<file path="src/rtl/spi_master_ctrl.sv">
// SPI mode-0 master controller driving an external 8-bit shift register.
// Half-period h = max(clk_div,2)+1 cycles; miso is double-synchronised before sampling.
module spi_master_ctrl (
  input  logic       clk,
  input  logic       rst,
  input  logic       start,
  input  logic [7:0] tx_data,
  input  logic [7:0] clk_div,
  output logic       busy,
  output logic       done,
  output logic [7:0] rx_data,
  output logic       shr_ld,
  output logic [7:0] shr_ld_data,
  output logic       shr_sh,
  output logic       shr_din,
  input  logic       shr_dout,
  input  logic [7:0] shr_dstr,
  output logic       sck,
  output logic       mosi,
  input  logic       miso,
  output logic       ss_n
);

  typedef enum logic [2:0] {IDLE, LOAD, LEAD, HIGH, LOW, TRAIL, DONE} state_t;

  state_t     state;
  logic [7:0] hm1;      // h-1, latched at start
  logic [7:0] cnt;
  logic [7:0] tx_lat;
  logic [2:0] bit_cnt;
  logic [1:0] sync;
  logic       sample;

  assign shr_ld_data = tx_lat;
  assign shr_din     = sample;
  assign mosi        = ~ss_n & shr_dout;

  always_ff @(posedge clk) begin
    if (rst) begin
      state   <= IDLE;
      hm1     <= 8'd2;
      cnt     <= 8'd0;
      tx_lat  <= 8'd0;
      bit_cnt <= 3'd0;
      sync    <= 2'b00;
      sample  <= 1'b0;
      sck     <= 1'b0;
      ss_n    <= 1'b1;
      busy    <= 1'b0;
      done    <= 1'b0;
      shr_ld  <= 1'b0;
      shr_sh  <= 1'b0;
      rx_data <= 8'd0;
    end else begin
      sync <= {sync[0], miso};
      case (state)
        IDLE: begin
          if (start) begin
            tx_lat <= tx_data;
            hm1    <= (clk_div < 8'd2) ? 8'd2 : clk_div;
            shr_ld <= 1'b1;
            ss_n   <= 1'b0;
            busy   <= 1'b1;
            state  <= LOAD;
          end
        end
        LOAD: begin
          shr_ld <= 1'b0;
          cnt    <= hm1;
          state  <= LEAD;
        end
        LEAD, LOW: begin
          if (cnt == 8'd0) begin
            sck    <= 1'b1;
            sample <= sync[1];
            cnt    <= hm1;
            state  <= HIGH;
          end else begin
            cnt <= cnt - 8'd1;
          end
        end
        HIGH: begin
          // Shift pulse occupies the last HIGH cycle so the register moves on the sck fall.
          shr_sh <= (cnt == 8'd1) && (bit_cnt != 3'd7);
          if (cnt == 8'd0) begin
            sck <= 1'b0;
            cnt <= hm1;
            if (bit_cnt != 3'd7) begin
              bit_cnt <= bit_cnt + 3'd1;
              state   <= LOW;
            end else begin
              rx_data <= shr_dstr;
              state   <= TRAIL;
            end
          end else begin
            cnt <= cnt - 8'd1;
          end
        end
        TRAIL: begin
          if (cnt == 8'd0) begin
            done  <= 1'b1;
            ss_n  <= 1'b1;
            state <= DONE;
          end else begin
            cnt <= cnt - 8'd1;
          end
        end
        DONE: begin
          done    <= 1'b0;
          busy    <= 1'b0;
          bit_cnt <= 3'd0;
          state   <= IDLE;
        end
        default: state <= IDLE;
      endcase
    end
  end

endmodule

</file>
<file path="config.mk">
export PLATFORM = sky130hd
export DESIGN_NAME = spi_master_ctrl
export DESIGN_NICKNAME = d
export VERILOG_FILES = /design/src/rtl/spi_master_ctrl.sv
export SDC_FILE = /design/constraint.sdc
export NUM_CORES = 1
export LEC_CHECK = 0
export CAP_MARGIN = 10
export CORE_AREA = 2 2 70 72
export CTS_CLUSTER_SIZE = 12
export DETAILED_ROUTE_END_ITERATION = 10
export DIE_AREA = 0 0 72 74
export MAX_ROUTING_LAYER = met4
export PLACE_DENSITY_LB_ADDON = 0.08
export REMOVE_ABC_BUFFERS = 1
export SLEW_MARGIN = 40
export SYNTH_ARGS = -nofsm -noshare
export SYNTH_HDL_FRONTEND = slang
export SYNTH_SLANG_ARGS = --single-unit
</file>
<file path="constraint.sdc">
create_clock -name clk -period 2.99 [get_ports clk]
set_clock_uncertainty 0.2 [all_clocks]
set_input_delay 0.299 -clock clk [delete_from_list [all_inputs] [get_ports clk]]
set_output_delay 0.299 -clock clk [all_outputs]
set_load 0.05 [all_outputs]
</file>
==> run_results.csv, run 1 <==
group,metric,value,unit
sta,fin_crit,2.18,ns
floorplan,ios,53,
drt,post_drt_wl_per_cell,13.5,um
synthesis,ys_ff_latch,47,
pwr,leakagePower,1.03,nW
synthesis,synth_top_area_share,0.430,
synthesis,synth_xor_area_frac,0.00800,
worst_setup_path,crit_fanout,7,
sta,tightestPinTransition,0.776,ns
synthesis,synth_cell_types,49,
synthesis,yosysWarningCount,0,
sta,slew_violations,0,
worst_setup_path,rrSetupSlack,0.81,ns
synthesis,syn_area_per_cell,8.11,um^2
floorplan,num_rows,25,
min_path,holdCritPathClass,"reg2reg",
place,finalWeightedCongestion,0.819,
drt,vias_per_cell,5.56,
synthesis,synthArstFlopShare,0,
worst_setup_path,crit_path_end_kind,"flop",
finish,finalNonFillerCells,371,
worst_setup_path,reg2reg_to,"state[0]$_SDFFE_PP0P_",
min_path,min_to,"sync[1]$_SDFF_PP0_",
sta,relSlewSlack,0.481,
synthesis,yosysSeqAreaShare,0.430,
floorplan,fp.dieH,74,um
drt,vias,2061,
drt,ant_nets,0,
worst_setup_path,worstPathArrival,2.20,ns
pwr,p_per_area,891,nW/um^2
finish,n_antenna_cell,0,
worst_setup_path,startpoint_type,"flop",
worst_setup_path,timing.rr.start,"cnt[0]$_SDFFE_PP0P_",
synthesis,ys_top_cells_by_area,"dfxtp_1 43%, nand2_1 9.8%, a21oi_1 9.4%",
synthesis,synth_flop_cell,"dfxtp_1",
synthesis,synth_top_family_by_area,"simple AND/OR/NAND/NOR gates",
cts,clockBufferDepth,2,
cts,clk_pin_slew,0.08,ns
place,io_buffers,52,
global_routing,overflow,0,
cts,clk_latency,0.29,ns
worst_setup_path,critPathKind,"reg2reg",
flow_run,max-cap-violations,0,
sta,setup_tns,0,ns
outcome,outcome,"finished, final reports clean",
drt,drt_first_pass_iters,4,
cts,post_cts_buffers,0,
floorplan,die-area,5330,um^2
global_routing,grt_pass1_wl,8560,um
place,dp_hpwl,3580,um
finish,area_delta_synth_final,28.3,%
min_path,hold_path_depth,1,
synthesis,yosysTopAreaCell,"dfxtp_1",
cts,h-tree-depth,2,
synthesis,synth_fa_ha_area_frac,0.0286,
cts,post_cts_resized,0,
finish,final_layout_size_suffix_gt1_frac,0.0599,
global_routing,antenna_found_initial,0,
sta,holdWs,0.244,ns
sta,grt_setup_unrepaired,"no",
cts,cts_buffers,5,
cts,cts_tree,"yes",
drt,totalWireLength,4990,um
finish,layout.nets,350,
worst_setup_path,reg2regPathDepth,7,
global_routing,track_usage,0.210,
cts,holdBufCountCts,0,
synthesis,synth_cells,270,
pwr,p_total,2.50,mW
synthesis,synth.area.mux_share,0.00971,
synthesis,netlist_area,2190,um^2
sta,hold_viol_final,0,
floorplan,chipWidth,72,um
worst_setup_path,cp.required,3.00,ns
floorplan,coreArea,4600,um^2
sta,fmax,0.458,GHz
drt,drc,0,
synthesis,synth_commonest_cells,"57 x nand2_1, 47 x dfxtp_1, 41 x a21oi_1",
sta,setup_viol,0,
place,dp_cells,363,
drt,drt_iter0_markers,117,
global_routing,first_global_vias,1939,
synthesis,synth_edf_count,0,
place,dpl-instance-area,2730,um^2
sta,fin_crit_sh,0.730,
cts,cts_root_buffer,"clkbuf_8",
synthesis,synth_compound_area_frac,0.229,
synthesis,synth.most_common_cell,"nand2_1",
pwr,vdd_drop_max,0.466,mV
synthesis,synthSimpleGateAreaFrac,0.249,
cts,cts.sinks,47,
finish,finalInstanceArea,2810,um^2
floorplan,initial_core_util,0.476,
min_path,hold_path_startpoint,"sync[0]$_SDFF_PP0_",
global_routing,grt_max_degree,19,
-- routing by layer --
layer / share of wire / vias to the layer above / track usage
met1: 0.46 / 970 / 0.265
met4: 0.023 / 0 / 0.0943
met5: 0 / - / -
met2: 0.47 / 44 / 0.324
li1: - / 1035 / -
met3: 0.050 / 12 / 0.0461
-- final cells by class --
type                    count  area [um^2]
well taps                  54         67.6
multi-input cells         201         1150
clock inverters             1         5.00
fillers                   447         1790
repair buffers             57          558
flip-flops and latches     47          941
clock buffers               7         76.3
inverters                   4         15.0
-- per-stage QoR --
step	setup slack, ns	utilization
final	0.807	0.611
after global routing	0.593	0.611
after CTS	0.801	0.611
after detailed placement	0.806	0.593
after global placement	0.819	0.593
after floorplan	0.941	-
-- report_power, final --
| group | internal (mW) | switching [mW] | total [mW] |
|---|---|---|---|
| logic | 0.459 | 0.772 | 1.23 |
| clock network | 0.164 | 0.197 | 0.361 |
| registers | 0.747 | 0.164 | 0.911 |
-- cell usage in the layout (no fill, tap or decap), types with 2 or more instances in the layout --
cell type	synthesis	final
nor2b_1	10	10
nand3_1	4	4
clkdlybuf4s50_1	0	52
nand2_1	57	57
nor3_1	2	2
inv_1	4	4
nand2b_1	4	4
o211ai_1	3	3
a21oi_1	41	41
clkbuf_8	0	5
and3_1	4	4
o21ai_1	8	8
o21a_1	3	3
o31ai_1	5	5
dfxtp_1	47	47
nor3_2	3	3
clkbuf_1	8	2
o21ai_0	4	4
or3_1	2	2
a22o_1	2	2
o41ai_1	4	4
ha_1	5	5
nor2_1	13	13
buf_4	1	5
a22oi_1	2	2
a211oi_1	2	2
a31oi_1	2	2
-- state kept, by name, summed over array words and instances, names as in the netlist --
signal       count
state            3
hm1              8
busy             1
shr_din          1
cnt              8
bit_cnt          3
sck              1
shr_ld           1
sync             2
done             1
rx_data          8
shr_ld_data      8
ss_n             1
shr_sh           1
-- worst max-delay path, cell delays in order (launching register included) --
cell and delay, ns:
dfxtp_1 0.36, inv_1 0.12, ha_1 0.18, nor4b_4 0.32, and2_1 0.36, nand2_1 0.10
a221o_1 0.33, a21oi_1 0.13
-- worst max path at each step --
stage / cells past startpoint / from / to / slack (ns)
after global routing: 7 / cnt[0]$_SDFFE_PP0P_ / cnt[3]$_SDFFE_PP0P_ / 0.59
after detailed placement: 3 / shr_dout / mosi / 0.81
after global placement: 3 / shr_dout / mosi / 0.82
final: 7 / cnt[0]$_SDFFE_PP0P_ / state[0]$_SDFFE_PP0P_ / 0.81
after CTS: 7 / cnt[0]$_SDFFE_PP0P_ / state[0]$_SDFFE_PP0P_ / 0.80
after floorplan: 5 / state[0]$_SDFFE_PP0P_ / cnt[6]$_SDFFE_PP0P_ / 0.94
-- cells by family after synthesis --
logic type                 count (synthesis)
and+or+nand+nor                          109
AOI/OAI and AO/OA                         83
DFF                                       47
buffers and inverters                     22
adders and majority gates                  5
xor gates and xnor gates                   2
muxes                                      2
No activity file was read; power rests on OpenSTA's default activity.
==> run 2, diff against run 1 <==
Clock period 2.99 ns to 2.1 ns, I/O delays scaled along.
==> run 2 against run 1 <==
Effect of this change: design area up 8.7%; sequential power grew 35%; critical path depth increased by 1; maximum frequency rose by 10%; final cell count grew 4.6%; worst setup slack worse by 0.69 ns; power grew 66%; flip-flop and latch count did not move.
==> run_results.csv, run 2 (synthesis gave the netlist of run 1 again) <==
group,metric,value,unit
cts,cts_tree,"yes",
floorplan,num_rows,25,
worst_setup_path,cp.required,2.09,ns
cts,clockBufferDepth,2,
sta,grt_setup_unrepaired,"no",
drt,ant_nets,0,
sta,fin_crit,1.98,ns
sta,fin_crit_sh,0.945,
global_routing,track_usage,0.210,
cts,h-tree-depth,2,
cts,cts_buffers,5,
floorplan,fp.dieH,74,um
sta,fmax,0.504,GHz
floorplan,ios,53,
finish,final_layout_size_suffix_gt1_frac,0.156,
drt,post_drt_wl_per_cell,13.7,um
worst_setup_path,crit_path_top_delay_cell,"nor4b_4",
cts,cts.sinks,47,
drt,drt_iter0_markers,94,
sta,holdWs,0.246,ns
sta,slew_violations,0,
cts,clk_pin_slew,0.09,ns
worst_setup_path,worstPathArrival,1.98,ns
global_routing,grtUsageMet3,0.0501,
finish,final_common_cell,"nand2_1",
global_routing,first_global_vias,1887,
pwr,p_per_area,1360,nW/um^2
cts,clk_latency,0.30,ns
global_routing,grtUsageMet2,0.328,
global_routing,antenna_found_initial,0,
sta,tightestPinTransition,0.538,ns
sta,setup_tns,0,ns
pwr,p_seq_frac,0.296,
sta,finalWorstSetupSlack,0.116,ns
drt,totalWireLength,5320,um
pwr,p_sw_frac,0.423,
global_routing,grt_max_degree,38,
drt,drt_first_pass_iters,4,
pwr,switchingPower,1.76,mW
pwr,vdd_drop_max,0.687,mV
global_routing,met1_usage,0.269,
pwr,internal_power,2.40,mW
floorplan,chipWidth,72,um
worst_setup_path,cpPeakStageDelay,0.36,ns
min_path,holdCritPathClass,"reg2reg",
pwr,p_clk_frac,0.165,
place,pre_cts_slack,0.0353,ns
pwr,leakagePower,1.15,nW
global_routing,overflow,0,
worst_setup_path,path_delay_family,"simple AND/OR/NAND/NOR gates",
outcome,outcome,"finished, final reports clean",
pwr,p_comb_frac,0.539,
drt,drc,0,
drt,vias,2112,
floorplan,initial_core_util,0.476,
finish,fillerInstances,409,
sta,setup_viol,0,
sta,hold_viol_final,0,
place,io_buffers,52,
drt,vias_per_cell,5.44,
sta,relSlewSlack,0.639,
cts,cts_root_buffer,"clkbuf_8",
worst_setup_path,critPathKind,"reg2reg",
finish,layout.nets,367,
global_routing,grt.busiest_layer,"met2",
finish,finalInstanceArea,3050,um^2
finish,n_antenna_cell,0,
floorplan,coreArea,4600,um^2
worst_setup_path,cp_num_buf_inv,2,
flow_run,max-cap-violations,0,
place,dpl-instance-area,2870,um^2
finish,area_delta_synth_final,39.5,%
place,finalWeightedCongestion,0.896,
global_routing,grt_pass1_wl,8540,um
floorplan,die-area,5330,um^2
worst_setup_path,path_cells,"inv_2, ha_2, nor4b_4, nand2_2, buf_6, nand2_1, a221o_1, a21oi_1",
worst_setup_path,crit_path_end_kind,"flop",
finish,final_cell_mix,"57 x nand2_1, 51 x clkdlybuf4s50_1, 44 x dfxtp_1",
cts,holdBufCountCts,0,
worst_setup_path,startpoint_type,"flop",
place,dp_hpwl,3750,um
worst_setup_path,crit_fanout,6,
[run 2: per-layer routing]
metal | up-vias | routed length [um]
met5 | - | 0
met4 | 0 | 46
met3 | 6 | 270
met2 | 57 | 2550
met1 | 976 | 2450
li1 | 1073 | -
[run 2: timing repair]
action / in CTS / in global routing
endpoints found under the setup margin: 0 / 16
endpoints found under the hold margin: 0 / 0
setup buffers: 0 / 1
resized for setup: 0 / 18
[run 2: metrics by stage]
stage          utilization  power, mW  std cells
3_3_place_gp         0.624       3.29        379
4_1_cts              0.650       4.00        387
5_1_grt              0.664       4.43        388
3_5_place_dp         0.624       3.31        379
6_report             0.664       4.16        388
2_1_floorplan            -       2.51        252
[run 2: area by class of cell]
class                   instances  area [um^2]  area share
clock inverters                 2         35.0      0.0115
flip-flops and latches         47          945       0.309
well taps                      54         67.6      0.0221
multi-input cells             201         1200       0.392
inverters                       4         15.0     0.00492
clock buffers                   6         82.6      0.0270
repair buffers                 74          712       0.233
[run 2: worst register-to-register path, stage by stage, from the launching register on]
cell and delay (ns):
dfxtp_2 0.33, inv_2 0.05, ha_2 0.17, nor4b_4 0.36, nand2_2 0.22, buf_6 0.18, nand2_1 0.12, a221o_1 0.18
a21oi_1 0.07
[run 2: worst paths after layout]
check / start / to / slack, ns / cells past startpoint
hold reg to reg: sync[0]$_SDFF_PP0_ / sync[1]$_SDFF_PP0_ / 0.25 / 1
setup reg to reg: cnt[1]$_SDFFE_PP0P_ / state[0]$_SDFFE_PP0P_ / 0.12 / 8
hold / removal: sync[0]$_SDFF_PP0_ / sync[1]$_SDFF_PP0_ / 0.25 / 1
setup / recovery: cnt[1]$_SDFFE_PP0P_ / state[0]$_SDFFE_PP0P_ / 0.12 / 8
[run 2: power by group through the flow]
stage | Sequential [mW] | Combinational, mW | Clock [mW]
after floorplan | 1.48 | 1.03 | 0
after global placement | 1.24 | 2.05 | 0
after detailed placement | 1.24 | 2.06 | 0
after CTS | 1.22 | 2.07 | 0.709
after global routing | 1.26 | 2.44 | 0.737
final | 1.23 | 2.24 | 0.688
